<file path="src/rtl/procb_rd_sched_pkg.sv">
// procb_rd_sched_pkg: shared types and helpers for the procb read scheduler.
// Latency: none (declarations only).
// Backpressure: none (declarations only).
// Fallback values for the shared sha512.vh definitions, used when that header
// has not already been pulled into the compilation unit.
`ifndef PROCB_D_WIDTH
`define PROCB_D_WIDTH 72
`endif
`ifndef PROCB_FIN_BIT
`define PROCB_FIN_BIT 64
`endif
`ifndef MSB
`define MSB(x) (((x) < 2) ? 0 : ($clog2((x) + 1) - 1))
`endif

package procb_rd_sched_pkg;

  // Buffer read strobes, always produced together by the scheduler FSM.
  typedef struct packed {
    logic rd_en;
    logic lookup_en;
    logic rd_rst;
  } rd_strb_t;

  // Modular add for round-robin offsets; base < n and off <= n are assumed.
  function automatic int wrap_idx(input int base, input int off, input int n);
    int sum;
    sum = base + off;
    return (sum >= n) ? (sum - n) : sum;
  endfunction

endpackage

</file>
<file path="src/rtl/rr_arbiter.sv">
// rr_arbiter: round-robin grant over a request vector, searching upward from last-served + 1.
// Latency: purely combinational, grant valid in the same cycle as the requests.
// Backpressure: none; the caller decides when a grant is consumed.
module rr_arbiter
  import procb_rd_sched_pkg::*;
#(
  parameter int N_REQ = 16,
  parameter int IDX_W = 4
) (
  input  logic [N_REQ-1:0] i_req,
  input  logic [IDX_W-1:0] i_last,
  output logic [IDX_W-1:0] o_gnt,
  output logic             o_gnt_vld
);

  logic [IDX_W-1:0] w_sel;

  // Walk offsets from farthest to nearest so the closest requester above last-served wins;
  // offset N_REQ lands on last-served itself, which therefore has the lowest priority.
  always_comb begin
    o_gnt     = i_last;
    o_gnt_vld = 1'b0;
    w_sel     = '0;
    for (int k = N_REQ; k >= 1; k--) begin
      w_sel = IDX_W'(wrap_idx(int'(i_last), k, N_REQ));
      if (i_req[w_sel]) begin
        o_gnt     = w_sel;
        o_gnt_vld = 1'b1;
      end
    end
  end

endmodule

</file>
<file path="src/rtl/procb_rd_sched.sv">
// procb_rd_sched: picks a ready thread round-robin and streams its procb records to the consumer.
// Latency: 3 cycles from pick to first possible rec_valid; records pass through combinationally.
// Backpressure: cons_ready low or lookup_empty high stalls in XFER with all read strobes low.
// Optional feature: define PROCB_SCHED_TIMEOUT_EN for the stall timeout and sticky err flag.
module procb_rd_sched
  import procb_rd_sched_pkg::*;
#(
  parameter int N_THREADS     = 16,
  parameter int N_THREADS_MSB = `MSB(N_THREADS-1)
) (
  input  logic                      CLK,
  input  logic                      RST,
  input  logic [N_THREADS-1:0]      thread_rdy,
  input  logic                      lookup_empty,
  input  logic [`PROCB_D_WIDTH-1:0] procb_dout,
  input  logic                      cons_ready,
  input  logic                      abort,
  output logic [N_THREADS_MSB:0]    rd_thread_num,
  output logic                      rd_en,
  output logic                      rd_rst,
  output logic                      lookup_en,
  output logic                      rec_valid,
  output logic                      thread_done,
  output logic [N_THREADS_MSB:0]    done_thread_num,
  output logic                      err
);

  localparam int TW = N_THREADS_MSB + 1;
  localparam logic [TW-1:0] LAST_RST = TW'(N_THREADS - 1);

  localparam logic [2:0] ST_IDLE    = 3'd0;
  localparam logic [2:0] ST_SETTLE1 = 3'd1;
  localparam logic [2:0] ST_SETTLE2 = 3'd2;
  localparam logic [2:0] ST_XFER    = 3'd3;
  localparam logic [2:0] ST_DONE    = 3'd4;

  typedef enum logic [2:0] {
    IDLE    = ST_IDLE,
    SETTLE1 = ST_SETTLE1,
    SETTLE2 = ST_SETTLE2,
    XFER    = ST_XFER,
    DONE    = ST_DONE
  } state_t;

  state_t               r_state;
  state_t               w_nxt_state;
  logic [TW-1:0]        r_thread;
  logic [TW-1:0]        r_last;
  logic [TW-1:0]        r_done_num;
  logic [N_THREADS-1:0] r_armed;

  logic [N_THREADS-1:0] w_elig;
  logic [TW-1:0]        w_pick;
  logic                 w_pick_vld;
  logic                 w_fin;
  logic                 w_active;
  logic                 w_timeout;
  logic                 w_abort;
  logic                 w_rec_vld;
  logic                 w_accept;
  logic                 w_enter_done;
  rd_strb_t             w_strb;
  logic                 w_unused_dout;

  // A thread that just finished stays out of the draw until its ready bit drops.
  assign w_elig = thread_rdy & r_armed;

  rr_arbiter #(
    .N_REQ (N_THREADS),
    .IDX_W (TW)
  ) u_rr_arbiter (
    .i_req     (w_elig),
    .i_last    (r_last),
    .o_gnt     (w_pick),
    .o_gnt_vld (w_pick_vld)
  );

  // Only the fin bit steers the FSM; the payload is passed through untouched.
  assign w_fin         = procb_dout[`PROCB_FIN_BIT];
  assign w_unused_dout = ^procb_dout;

  // Abort is meaningful only while a thread is being read; in DONE the thread is already finished.
  assign w_active  = (r_state == SETTLE1) || (r_state == SETTLE2) || (r_state == XFER);
  assign w_abort   = w_active & (abort | w_timeout);
  assign w_rec_vld = (r_state == XFER) & ~lookup_empty;
  assign w_accept  = w_rec_vld & cons_ready & ~w_abort;

  // Next-state and read strobes; abort overrides whatever XFER would have done.
  always_comb begin
    w_nxt_state = r_state;
    w_strb      = '0;
    case (r_state)
      IDLE:    if (w_pick_vld) w_nxt_state = SETTLE1;
      SETTLE1: w_nxt_state = SETTLE2;
      SETTLE2: w_nxt_state = XFER;
      XFER: begin
        if (w_accept) begin
          w_strb.rd_en     = 1'b1;
          w_strb.lookup_en = 1'b1;
          if (w_fin) begin
            w_strb.rd_rst = 1'b1;
            w_nxt_state   = DONE;
          end
        end
      end
      DONE:    w_nxt_state = IDLE;
      default: w_nxt_state = IDLE;
    endcase
    if (w_abort) begin
      w_strb.rd_en     = 1'b1;
      w_strb.lookup_en = 1'b0;
      w_strb.rd_rst    = 1'b1;
      w_nxt_state      = DONE;
    end
  end

  assign w_enter_done = (w_nxt_state == DONE) && (r_state != DONE);

  // Strobes are masked during reset so an abandoned transfer never flushes or pops the buffer.
  assign rd_en           = w_strb.rd_en & ~RST;
  assign lookup_en       = w_strb.lookup_en & ~RST;
  assign rd_rst          = w_strb.rd_rst & ~RST;
  assign rec_valid       = w_rec_vld & ~RST;
  assign thread_done     = (r_state == DONE) & ~RST;
  assign rd_thread_num   = r_thread;
  assign done_thread_num = r_done_num;

  // State, selected thread and last-served pointer; the thread is latched only when leaving IDLE.
  always_ff @(posedge CLK) begin
    if (RST) begin
      r_state    <= IDLE;
      r_thread   <= '0;
      r_last     <= LAST_RST;
      r_done_num <= '0;
    end else begin
      r_state <= w_nxt_state;
      if ((r_state == IDLE) && w_pick_vld) begin
        r_thread <= w_pick;
        r_last   <= w_pick;
      end
      if (w_enter_done) r_done_num <= r_thread;
    end
  end

  // Disarm the served thread on entering DONE; re-arm any thread whose ready bit is seen low.
  always_ff @(posedge CLK) begin
    if (RST) begin
      r_armed <= '1;
    end else begin
      for (int i = 0; i < N_THREADS; i++) begin
        if (w_enter_done && (r_thread == TW'(i))) r_armed[i] <= 1'b0;
        else if (!thread_rdy[i])                  r_armed[i] <= 1'b1;
      end
    end
  end

`ifdef PROCB_SCHED_TIMEOUT_EN
  localparam int STALL_W = 8;
  localparam logic [STALL_W-1:0] STALL_LIMIT = 8'd255;

  logic [STALL_W-1:0] r_stall;
  logic               r_err;

  // Fires on the 255th consecutive empty XFER cycle, counting the current one.
  assign w_timeout = (r_state == XFER) & lookup_empty & (r_stall == (STALL_LIMIT - STALL_W'(1)));
  assign err       = r_err;

  // Stall counter runs only across uninterrupted empty XFER cycles; err is sticky until reset.
  always_ff @(posedge CLK) begin
    if (RST) begin
      r_stall <= '0;
      r_err   <= 1'b0;
    end else begin
      if ((r_state == XFER) && lookup_empty && (w_nxt_state == XFER)) r_stall <= r_stall + STALL_W'(1);
      else                                                          r_stall <= '0;
      if (w_timeout) r_err <= 1'b1;
    end
  end
`else
  assign w_timeout = 1'b0;
  assign err       = 1'b0;
`endif

endmodule

</file>
<file path="config.mk">
export PLATFORM = sky130hd
export DESIGN_NAME = procb_rd_sched
export DESIGN_NICKNAME = d
export VERILOG_FILES = /design/src/rtl/procb_rd_sched_pkg.sv /design/src/rtl/rr_arbiter.sv /design/src/rtl/procb_rd_sched.sv
export SDC_FILE = /design/constraint.sdc
export NUM_CORES = 1
export LEC_CHECK = 0
export CAP_MARGIN = 25
export CORE_MARGIN = 2
export CORE_UTILIZATION = 50
export CTS_CLUSTER_SIZE = 25
export DETAILED_ROUTE_END_ITERATION = 6
export PLACE_DENSITY = 0.8
export SLEW_MARGIN = 10
export SYNTH_ARGS = -nofsm -noshare
export SYNTH_HDL_FRONTEND = slang
export SYNTH_SLANG_ARGS = --single-unit
</file>
<file path="constraint.sdc">
create_clock -name CLK -period 6.8 [get_ports CLK]
set_input_delay 1.36 -clock CLK [delete_from_list [all_inputs] [get_ports CLK]]
set_output_delay 1.36 -clock CLK [all_outputs]
set_load 0.005 [all_outputs]
</file>
---- After elaboration in Yosys (flattened, before gate mapping) ----
Cells that the tools add are included.
storage, ports and cells
  register bits ........................... 31
  bits in latches ......................... 0
  memory bits (writable) .................. 0
  ROM bits ................................ 0
  input port bits ......................... 93
  output and inout bits ................... 14
  word-level logic and storage cells ...... 277
  memories ................................ 0
cells by class
  add/subtract/negate cells ............... 32
  multipliers ............................. 0
  div/mod/pow operators ................... 0
  $lt $le $gt $ge ......................... 32
  equality and inequality tests ........... 37
  shift-type cells ........................ 0
  multiplexer cells ....................... 121
  bitwise logic cells ..................... 13
  reduce and logical (&&, ||, !) cells .... 22
operators by type and width
  operator                                                                             count
  4-bit two-way mux                                                                    32
  4-bit by 5-bit less-than comparator with 1-bit output, second input constant         16
  5-bit greater-or-equal comparator, second input constant                             15
  1-bit two-way mux                                                                    65
  1-bit binary-select mux with 4-bit select                                            16
  4-bit by 1-bit subtractor with 4-bit output, second input constant                   16
  4-bit by 4-bit adder with 5-bit output, second input constant                        8
  4-bit == test, second input constant                                                 8
  2-bit by 1-bit != test with 1-bit output, second input constant                      16
  3-bit two-way mux                                                                    7
  4-bit by 3-bit adder with 5-bit output, second input constant                        4
  1-bit logical AND                                                                    18
  16-bit bitwise AND                                                                   1
  4-bit by 3-bit == test with 1-bit output, second input constant                      4
  3-bit one-hot mux with 4 select lines                                                1
  4-bit by 2-bit adder with 5-bit output, second input constant                        2
  1-bit bitwise AND                                                                    9
  4-bit by 2-bit == test with 1-bit output, second input constant                      2
  4-bit by 5-bit adder with 6-bit output, second input constant                        1
  3-bit by 2-bit == test with 1-bit output, second input constant                      2
  3-bit == test, second input constant                                                 2
  6-bit by 5-bit greater-or-equal comparator with 1-bit output, second input constant  1
  4-bit by 1-bit adder with 5-bit output, second input constant                        1
  4-bit by 1-bit == test with 1-bit output, second input constant                      1
  6 further kinds                                                                      9

---- Longest topological paths before layout ----
  word-level depth ........................ 28
  mapped depth ............................ 16
  mapped depth without buffers ............ 11

---- Cells and area by module ----
From an unflattened synthesis, not the netlist that was laid out.
unflattened totals
  cells, all modules ...................... 407
  area total of the unflattened synthesis .. 3,580.9 um^2
modules (own cells, without submodules)
  module          times used  cells an instance  area each (um^2)  seq. area each (um^2)
  rr_arbiter      1           239                2,119.5           0.0
  procb_rd_sched  1           168                1,461.4           620.6

---- Worst setup path before layout ----
No wires, ideal clock.
  kind .................................... reg2reg
  start ................................... register r_last[1]
  end ..................................... register r_thread[0] (netlist: rd_thread_num[0])
  arrival ................................. 3,660 ps
  setup slack ............................. 3,078 ps
  cell stages (with the launch flop) ...... 16
  buffers on the path ..................... 4
  cell sequence ........................... dfxtp_1 -> clkbuf_1 -> inv_2 -> clkbuf_1 -> ha_1 -> buf_2 -> inv_2 -> mux4_2 -> nor3b_1 -> nor4_2 -> nand3_2 -> o41ai_2 -> or2_1 -> buf_6 -> or4_1 -> nand3_1
between the ends
  word-level cells in the longest chain between the ends .. 22
  elaborated cells on any way between the ends .. 129
ends and longest elaborated chain
  element                                                                                                                      RTL line                  text
  from (decl)                                                                                                                  procb_rd_sched.sv:48      logic [TW-1:0] r_last;
  from (signal assigned)                                                                                                       procb_rd_sched.sv:139     r_last <= w_pick;
  4-bit by 5-bit adder with 6-bit output                                                                                       procb_rd_sched_pkg.sv:28  sum = base + off;
  6-bit by 5-bit greater-or-equal comparator with 1-bit output or 4-bit by 1-bit subtractor with 4-bit output (tied branches)  procb_rd_sched_pkg.sv:29  return (sum >= n) ? (sum - n) : sum;
  4-bit two-way mux                                                                                                            procb_rd_sched_pkg.sv:29
  1-bit binary-select mux with 4-bit select                                                                                    rr_arbiter.sv:26          if (i_req[w_sel]) begin
  1-bit two-way mux (implied by the code)                                                                                      rr_arbiter.sv:26
  1-bit two-way mux (16 in series)                                                                                             rr_arbiter.sv:26
  1-bit logical AND                                                                                                            procb_rd_sched.sv:137     if ((r_state == IDLE) && w_pick_vld) begin
  to (signal assigned)                                                                                                         procb_rd_sched.sv:138     r_thread <= w_pick;
  to (decl)                                                                                                                    procb_rd_sched.sv:47      logic [TW-1:0] r_thread;
Several ways; a longest one is shown, not always the timed one. The select of a mux whose other input is x is not followed.
A chain may end at the register's enable or synchronous reset.

---- Final worst setup path ----
  start ................................... input port RST
  end ..................................... output port thread_done
between the ends
  word-level cells in the longest chain between the ends .. 2
ends and longest elaborated chain
  element            RTL line               text
  from (decl)        procb_rd_sched.sv:12   input logic RST,
  1-bit NOT          procb_rd_sched.sv:124  assign thread_done = (r_state == DONE) & ~RST;
  1-bit bitwise AND  procb_rd_sched.sv:124
  to (decl)          procb_rd_sched.sv:23   output logic thread_done,
Every way passes these cells.

==> flow_metrics.py <==
metrics = {
    "run_status": {
        "status": "finished clean",
    },
    "sta": {
        "rsz0062_at_grt": "no",
        "tightestPinTransition_ns": 0.868,
        "max_freq_mhz": 205,
        "fin_hold_ws_ns": 0.468,
        "fin_tns_setup_ns": 0,
        "finalSetupViolCount": 0,
        "hold_viol": 0,
        "min_period_over_period_pct": 71.7,
        "slew_viol_final": 0,
        "maxSlewHeadroom_pct": 41.7,
        "finClkSkew_ns": 0.00502,
        "timing.final.crit_period_ns": 4.88,
    },
    "critical_path": {
        "start_kind": "input pin",
        "path_max_fanout": 24,
        "reg2reg_from": "r_last[1]",
        "crit_type": "in2out",
        "crit_required_ns": 5.44,
        "max_stage_delay_ns": 0.71,
        "crit_family": "buffers and inverters",
        "slowest_stage": "clkdlybuf4s50_1",
        "arrival_ns": 3.52,
        "r2r_slack_ns": 2.11,
        "worst_r2r_path_depth": 12,
        "r2r_end": "rd_thread_num[2]",
        "crit_top_cell": "clkdlybuf4s50_1",
        "worstPathCellList": "clkdlybuf4s50_1 -> inv_1 -> and3_1 -> clkdlybuf4s50_1",
        "end_kind": "output pin",
        "worst-path-buf-inv": 3,
    },
    "synth": {
        "synth-main-ff-cell": "dfxtp_1",
        "ys_ff_latch": 31,
        "syn-num-nets": 550,
        "yosysTopAreaCell": "dfxtp_1",
        "synth_sequential_area_ratio_pct": 17.1,
        "async_flop_share_pct": 0,
        "ys_warn_count": 0,
        "synth_most_common_cell": "nand2_1",
        "yosysUniqueCellTypes": 76,
        "synthCells": 450,
        "ys_top_cells_by_count": "nand2_1 (68), dfxtp_1 (31), inv_1 (23), nand3_1 (23)",
        "syn_avg_cell_area_um2": 8.06,
        "synth_top_area_share_pct": 17.1,
        "synth_area_um2": 3630,
        "synth_edf_count": 0,
        "synth_area_leaders": "dfxtp_1 (17%), mux4_2 (13%), nand2_1 (7.0%), mux2i_1 (3.9%), nand3_1 (3.2%)",
    },
    "layout": {
        "finalNetCount": 571,
        "antenna_cells": 0,
        "area_delta_synth_final_pct": 12.3,
        "drive_gt1_share_pct": 13.6,
        "fill_cells": 660,
    },
    "power": {
        "total_power_uw": 2460,
        "peakVddDrop_uv": 298,
        "power.leakage_uw": 0.00159,
        "pwr_density_cell_nw_per_um2": 604,
    },
    "clock_tree": {
        "cts_buffers": 5,
        "ctsResizeCount": 0,
        "h-tree-depth": 2,
        "clock-sinks": 31,
        "root_buffer": "clkbuf_8",
        "cts_setup_buffers": 0,
        "cts_tree": "yes",
        "hold_buffers": 0,
        "path_clk_slew_ns": 0.07,
        "clock_path_buffers": 2,
        "insertion_delay_ns": 0.29,
    },
    "floorplanning": {
        "die_area_um2": 7950,
        "start_util_pct": 50.8,
        "fp-row-count": 31,
        "die_w_um": 89.2,
        "ios": 107,
        "coreArea_um2": 7140,
        "dieHeight_um": 89.2,
    },
    "grt": {
        "grt_max_degree": 58,
        "grt_first_pass_wirelength_um": 18100,
        "gr-total-overflow": 0,
        "grt_usage_pct": 29.5,
        "antenna_found_initial": 0,
        "grt_pass1_vias": 3513,
    },
    "place": {
        "gp_congestion": 1.00,
        "port_buffers": 34,
        "hpwlAfterDp_um": 8320,
    },
    "route": {
        "viasPerCell": 6.66,
        "first_pass_iters": 7,
        "wl_per_cell_um": 19.8,
        "ant_nets": 0,
        "post-route-drc-count": 0,
        "num_vias": 3801,
        "routed_wl_um": 11300,
        "drt_iter0_markers": 522,
    },
    "flow_run": {
        "cap_violations": 0,
    },
    "hold_path": {
        "min_delay_path_depth": 2,
        "min_to": "done_thread_num[2]",
        "worstHoldStart": "done_thread_num[2]",
        "hold_path.class": "reg2reg",
    },
}
## state kept, by name, summed over array words and instances, names as in the netlist
name and cells:
r_last 4, r_state 3, done_thread_num 4, rd_thread_num 4, r_armed 16
## how the worst max path moves through the flow
stage | from | end | slack [ns] | depth (start not counted)
finish | RST | thread_done | 1.92 | 4
global route | RST | thread_done | 1.74 | 4
CTS | RST | thread_done | 1.91 | 4
detailed placement | RST | thread_done | 1.92 | 4
global placement | RST | thread_done | 1.92 | 4
floorplan | r_last[1] | rd_thread_num[0] | 3.08 | 15
## logic make-up after synthesis
group                      Yosys count  share of synthesized area [%]
other                                1                          0.103
buffers and inverters               51                           6.72
muxes                               43                           19.7
DFF                                 31                           17.1
AOI/OAI and AO/OA                  134                           26.3
adders and majority gates            7                           2.41
xor gates and xnor gates            10                           3.24
and+or+nand+nor                    173                           24.4
## layout make-up
type | instances | area, um2 | area share, %
tap | 99 | 124 | 3.04
sequential | 31 | 622 | 15.3
multi-input combinational | 368 | 2760 | 67.8
inverter | 28 | 105 | 2.58
clock inverter | 3 | 15.0 | 0.369
timing repair buffer | 37 | 375 | 9.21
clock buffer | 5 | 68.8 | 1.69
## tightest hold or removal path, stage by stage, from the launching register on
cell	delay, ns
dfxtp_1	0.31
nand2_1	0.05
a21oi_1	0.06
## metal layers
layer  vias to the layer above  share of wire (%)  GRT usage [%]
li1                       1753                  -              -
met1                      1763                 41           40.8
met2                       242                 46           45.3
met3                        43                9.1           5.08
met4                         0                3.8           12.9
met5                         -                  0              0
## power by group
part	internal (uW)	leakage [uW]	switching, uW
registers	207	0.000253	45.0
clock network	69.9	0.0000477	71.8
logic	822	0.00129	1250
## cells in the final DEF, fill, tap and decap left out, types with 7 or more instances in the layout
| cell type | synthesis | layout |
|---|---|---|
| clkdlybuf4s50_1 | 0 | 34 |
| nor2_1 | 21 | 21 |
| dfxtp_1 | 31 | 30 |
| nand3_1 | 23 | 23 |
| mux4_2 | 21 | 21 |
| o22ai_1 | 16 | 16 |
| mux2i_1 | 14 | 14 |
| ha_1 | 7 | 7 |
| inv_1 | 23 | 23 |
| o21ai_1 | 12 | 12 |
| o211ai_1 | 12 | 12 |
| a21oi_1 | 16 | 16 |
| o21ai_0 | 18 | 18 |
| nand2_1 | 68 | 68 |
| and2_1 | 7 | 7 |
## through the flow
step | setup WS (ns) | cells | cell area, um2 | utilization [%]
2_1_floorplan | 3.08 | 450 | 3630 | -
3_5_place_dp | 1.92 | 562 | 3970 | 55.6
5_1_grt | 1.74 | 571 | 4070 | 57.1
6_report | 1.92 | 571 | 4070 | 57.1
3_3_place_gp | 1.92 | 562 | 3970 | 55.6
4_1_cts | 1.91 | 570 | 4050 | 56.8
(Power assumes the default switching activity.)
